**src/rtl/fifo_uart_tx.sv**
```systemverilog
// Byte-FIFO fed 8N1 UART transmitter: pops one byte from an upstream FIFO,
// frames it as start + 8 data bits (LSB first) + stop, CLK_DIV clocks per bit.
module fifo_uart_tx #(
  parameter int CLK_DIV = 434
) (
  input  logic       clk,
  input  logic       reset,
  input  logic       fifo_empty,
  input  logic [7:0] fifo_data,
  output logic       fifo_rd,
  output logic       tx,
  output logic       busy,
  output logic       tx_done
);

  localparam int CW = (CLK_DIV > 1) ? $clog2(CLK_DIV) : 1;
  localparam logic [CW-1:0] CNT_MAX = CW'(CLK_DIV - 1);
  localparam logic [CW-1:0] CNT_PRE = CW'(CLK_DIV - 2);
  localparam logic [CW-1:0] CNT_ONE = CW'(1);

  typedef enum logic [2:0] {
    IDLE,
    POP,
    LOAD,
    START,
    DATA,
    STOP
  } state_e;

  state_e         state_q;
  logic [CW-1:0]  cnt_q;
  logic [2:0]     bit_q;
  logic [7:0]     shift_q;
  logic           tx_q;
  logic           tx_done_q;

  // The pop strobe is gated by reset so a held reset never drains the FIFO.
  assign fifo_rd = reset && (state_q == IDLE) && !fifo_empty;
  // Busy covers the pop cycle as well, so back-to-back frames keep it high.
  assign busy    = (state_q != IDLE) || fifo_rd;
  assign tx      = tx_q;
  assign tx_done = tx_done_q;

  always_ff @(posedge clk) begin
    if (!reset) begin
      state_q   <= IDLE;
      cnt_q     <= '0;
      bit_q     <= '0;
      shift_q   <= '0;
      tx_q      <= 1'b1;
      tx_done_q <= 1'b0;
    end else begin
      tx_done_q <= 1'b0;
      case (state_q)
        IDLE: begin
          tx_q  <= 1'b1;
          cnt_q <= '0;
          bit_q <= '0;
          if (!fifo_empty) state_q <= POP;
        end
        POP: begin
          state_q <= LOAD;
        end
        LOAD: begin
          shift_q <= fifo_data;
          cnt_q   <= '0;
          bit_q   <= '0;
          tx_q    <= 1'b0;
          state_q <= START;
        end
        START: begin
          if (cnt_q == CNT_MAX) begin
            cnt_q   <= '0;
            tx_q    <= shift_q[0];
            state_q <= DATA;
          end else begin
            cnt_q <= cnt_q + CNT_ONE;
          end
        end
        // tx is loaded one clock ahead, so the next bit comes from shift_q[1].
        DATA: begin
          if (cnt_q == CNT_MAX) begin
            cnt_q   <= '0;
            shift_q <= shift_q >> 1;
            if (bit_q == 3'd7) begin
              tx_q    <= 1'b1;
              state_q <= STOP;
            end else begin
              bit_q <= bit_q + 3'd1;
              tx_q  <= shift_q[1];
            end
          end else begin
            cnt_q <= cnt_q + CNT_ONE;
          end
        end
        STOP: begin
          tx_q <= 1'b1;
          if (cnt_q == CNT_PRE) tx_done_q <= 1'b1;
          if (cnt_q == CNT_MAX) begin
            cnt_q   <= '0;
            state_q <= IDLE;
          end else begin
            cnt_q <= cnt_q + CNT_ONE;
          end
        end
        default: begin
          tx_q    <= 1'b1;
          state_q <= IDLE;
        end
      endcase
    end
  end

endmodule
```
**config.mk**
```make
export PLATFORM = sky130hd
export DESIGN_NAME = fifo_uart_tx
export DESIGN_NICKNAME = d
export VERILOG_FILES = /design/src/rtl/fifo_uart_tx.sv
export SDC_FILE = /design/constraint.sdc
export NUM_CORES = 1
export LEC_CHECK = 0
export ABC_AREA = 0
export BUFFER_PORTS_ARGS = -buffer_cell sky130_fd_sc_hd__buf_2
export CORE_MARGIN = 2
export CORE_UTILIZATION = 45
export DETAILED_ROUTE_END_ITERATION = 7
export GPL_ROUTABILITY_DRIVEN = 0
export HOLD_SLACK_MARGIN = 0.05
export SLEW_MARGIN = 20
export SYNTH_ARGS = -nofsm -noshare
export SYNTH_HDL_FRONTEND = slang
export SYNTH_SLANG_ARGS = --single-unit
```
**constraint.sdc**
```tcl
create_clock -name clk -period 2.7 [get_ports clk]
set_input_delay 0.405 -clock clk [delete_from_list [all_inputs] [get_ports clk]]
set_output_delay 0.405 -clock clk [all_outputs]
set_load 0.01 [all_outputs]
```
## Word-level counts from Yosys, hierarchy flattened

Index checks and enable logic that the tools add are counted.

- Bitwise operators: 1
- Add/subtract/negate cells: 2
- Multiplexer cells: 18
- Eq/ne operators: 14
- Reduce and logical (&&, ||, !) cells: 16

Operators with widths:

| kind | number |
|---|---|
| $mux 3 | 7 |
| $eq 9x9->1 const B | 2 |
| $pmux 3 s6 | 1 |
| $pmux 9 s2 | 1 |
| $pmux 8 s2 | 1 |
| $ne 2x2->1 const B | 6 |
| $add 9x1->9 const B | 1 |
| $eq 3x3->1 const B | 3 |
| $mux 9 | 1 |
| $mux 8 | 1 |
| $eq 3x2->1 const B | 2 |
| $pmux 3 s2 | 1 |
| $reduce_and 3->1 | 2 |
| $reduce_bool 2->1 | 3 |
| $reduce_and 5->1 | 1 |
| $mux 1 | 4 |
| $pmux 1 s4 | 1 |
| $reduce_and 2->1 | 2 |
| $add 3x1->3 const B | 1 |
| $eq 3x1->1 const B | 1 |
| $logic_not 3->1 | 1 |
| $reduce_bool 3->1 | 1 |
| $reduce_or 3->1 | 1 |
| $logic_and 1x1->1 | 2 |
| 4 further kinds | 4 |

- Output and inout bits: 4
- Register bits after elaboration: 25

## Logic depth before layout (Yosys ltp)

- Depth after elaboration: 4
- Depth in mapped cells: 7

## Least setup slack after synthesis

OpenSTA, ideal clock, no wires.

- Path kind: register to register
- Start point: reg cnt_q[1]
- End point: reg cnt_q[8]
- Slack: 918 ps
- Cell stages (with the launch flop): 8
- Arrival time: 1,691 ps
- Clock period less this slack: 1,782 ps
- Path through: dfxtp_1 > inv_1 > ha_1 > and4_1 > a22oi_1 > clkbuf_1 > a41oi_1 > a311oi_1

- Longest elaborated chain between the ends: 3

Ends and longest elaborated chain:

| what | RTL line | text |
|---|---|---|
| start, declared | 31 | `logic [CW-1:0] cnt_q;` |
| start signal, assigned | 77 | `cnt_q <= cnt_q + CNT_ONE;` |
| start signal, assigned | 93 | `cnt_q <= cnt_q + CNT_ONE;` |
| start signal, assigned | 103 | `cnt_q <= cnt_q + CNT_ONE;` |
| $add 9x1->9 or $eq 9x9->1 (tied branches) | - |  |
| $mux 9 (*) | 72, 82, 99 |  |
| $pmux 9 s2 (*) | 54 | `case (state_q)` |

Mark *: on every way between the ends. The rest lies on a longest branch, timed or not.
A chain may end at the register's enable or synchronous reset.

## Worst setup path in the final report

- Start point: reg state_q[0]
- End point: reg shift_q[4]

- Longest elaborated chain between the ends: 3

Ends and longest elaborated chain:

| what | RTL line | text |
|---|---|---|
| start, declared | 30 | `state_e state_q;` |
| start signal, assigned | 46 | `state_q <= IDLE;` |
| start signal, assigned | 59 | `if (!fifo_empty) state_q <= POP;` |
| start signal, assigned | 62 | `state_q <= LOAD;` |
| $eq 3x3->1 or $eq 3x2->1 (tied branches) | 54 |  |
| $ne 2x2->1 (no source line) or $reduce_bool 2->1 (tied branches) | - |  |
| $reduce_and 2->1 (no source line) | - |  |
| end signal, assigned | 65 | `shift_q <= fifo_data;` |
| end signal, assigned | 84 | `shift_q <= shift_q >> 1;` |
| end, declared | 33 | `logic [7:0] shift_q;` |

Several ways; a longest one is shown, not always the timed one.

==> impl_metrics.ini <==
[status]
run_status = finished clean

[sta]
skew_ns = 0.0100
fmax_mhz = 523
final.setup.tns_ns = 0
fin_crit_ns = 1.91
drv_slew = 0
relSlewSlack_pct = 57.6
setup_ws_ns = 0.788
finalHoldViolCount = 0
rsz0062_at_grt = no
holdWs_ns = 0.356
period_share_pct = 70.8
tightest_slew_ns = 0.636
setup-violations-final = 0

[clock_network]
clockBufferDepth = 2
htree_levels = 1
cts_root_buffer = clkbuf_4
path_clk_slew_ns = 0.13
cts_setup_buffers = 0
hold_buffers = 0
clk_latency_ns = 0.32
cts.repair.resized = 0
cts_made_buffers = 3
cts_tree = built
clock_sinks = 25

[job]
max_cap_violations = 0

[layout]
drive_gt1_share_pct = 19.4
area_growth_pct = 10.0
diodes = 0
fin_cells = 219
fillers = 308
fin_nets = 192
postLayoutCellArea_sq_mm = 0.00155

[worst_setup_path]
critPathLaunchType = flop
cp_data_arrival_time_ns = 2.17
ff2ff_setup_slack_ns = 0.79
required_ns = 2.95
crit_path_end_kind = flop
worstSetupPathType = flop to flop
cp_max_fo = 11

[synthesis]
synth_edf_count = 0
async_flop_share_pct = 0
ys_ff_latch = 25
synth-seq-area-share_pct = 35.4
netlist_area_sq_mm = 0.00141
synth-main-ff-cell = dfxtp_1
ys_types = 47
synth.avg_cell_area_sq_um = 8.72
yosysWarnings = 0
netlist_instances = 162
syn_nets = 178

[die]
die_h_microns = 60.0
initial_core_util_pct = 46.7
core_sq_mm = 0.00303
die_area_sq_mm = 0.00360
num_rows = 20
io_pins = 15
die_w_microns = 60.0

[power_and_ir_drop]
total_leakage_power_uw = 0.000560
vdd_drop_max_v = 0.000224
powerDensity_mw_per_mm2 = 474

[place]
io_buffers = 14
dp_slack_ns = 0.803
hpwlAfterDp_microns = 2200
dpl-instance-area_sq_mm = 0.00153
place_inst = 215

[routing]
firstDrtPassIters = 4
route.detailed.drc = 0
drt_iter0_drc = 106
vias = 1222
wl_per_cell_microns = 14.0
drtAntennaViolNets = 0
viasPerCell = 5.58
wirelength_microns = 3070

[grt]
grt_pass1_vias = 1114
grt.total_usage_pct = 19.7
grt_max_degree = 18
antenna_found_initial = 0
grt_overflow = 0
grt_first_pass_wirelength_microns = 5440

[min_path]
hp-class = input pin to flop
power by group:
group          internal (uW)  leakage (uW)  switching (uW)
sequential               387      0.000202            15.8
clock                   57.8     0.0000150             115
combinational           69.5      0.000343            92.4
total                    514      0.000560             223
state kept, by name (all words and copies together) (netlist names):
signal   flops
bit_q        3
cnt_q        9
shift_q      8
state_q      3
tx           1
tx_done      1
critical path, stage by stage (launching register included):
cell	delay, ns
dfxtp_1	0.43
nor3b_2	0.53
buf_4	0.27
mux2i_1	0.08
or3_2	0.40
a21oi_1	0.14
cells in the final DEF (no fill, tap or decap), types with 4 or more instances in the layout:
cell,netlist,routed
a21oi_1,14,14
mux2i_1,7,7
nor2b_1,4,4
o21ai_0,10,10
dfxtp_1,25,25
nand2_1,12,12
buf_2,2,14
nand3_1,6,6
ha_1,5,5
or3_2,5,5
buf_4,1,6
nor3_1,4,4
nand3b_1,4,4
nor2_1,9,9
cell usage after synthesis (all sizes together) (2+ instances only):
cell | n | area [sq um]
clkbuf | 6 | 22.5
inv | 3 | 11.3
o211a | 2 | 20.0
nor3b | 2 | 20.0
a21boi | 3 | 22.5
nor2 | 9 | 33.8
buf | 5 | 32.5
mux2i | 7 | 70.1
a22o | 2 | 18.8
a22oi | 2 | 15.0
o21ai | 10 | 50.1
nor2b | 4 | 25.0
nand2b | 3 | 18.8
or3 | 8 | 56.3
o211ai | 2 | 15.0
o21a | 3 | 22.5
a41oi | 2 | 17.5
a31oi | 2 | 27.5
a311oi | 2 | 17.5
a21oi | 14 | 70.1
dfxtp | 25 | 500
nand2 | 12 | 45.0
nand3b | 4 | 30.0
nand3 | 6 | 30.0
nor4 | 2 | 12.5
nor3 | 4 | 20.0
ha | 5 | 62.6
per-stage QoR:
step	total power [uW]	util (%)
2_1_floorplan	526	-
3_3_place_gp	569	50.5
3_5_place_dp	573	50.5
4_1_cts	745	51.3
5_1_grt	786	51.3
6_report	737	51.3
worst paths after layout:
kind,depth (start not counted),end,from
hold reg to reg,2,bit_q[2],bit_q[2]
hold / removal,3,shift_q[7],fifo_data[7]
setup / recovery,5,shift_q[4],state_q[0]
setup reg to reg,5,shift_q[4],state_q[0]
area by class of cell:
type,instances,area (sq um),area share [%]
multi-input cells,123,846,54.4
flip-flops and latches,25,500,32.2
repair buffers,20,115,7.41
well taps,44,55.1,3.54
clock buffers,4,26.3,1.69
inverters,3,11.3,0.725
cell families (layout without fill, tap and decap cells):
kind of cell               Yosys count  after routing  share of synthesized area [%]
AOI/OAI and AO/OA                   51             51                           25.4
adders and majority gates            5              5                           4.43
buffers and inverters               14             27                           4.69
DFF                                 25             25                           35.4
muxes                                7              7                           4.96
and+or+nand+nor                     60             60                           25.1
routing by layer:
metal  wire length (microns)  track usage, %
met5                       0               0
met4                      21            4.76
met3                      95            2.60
met1                    1540            29.6
met2                    1410            29.8
No activity file was read; power rests on OpenSTA's default activity.
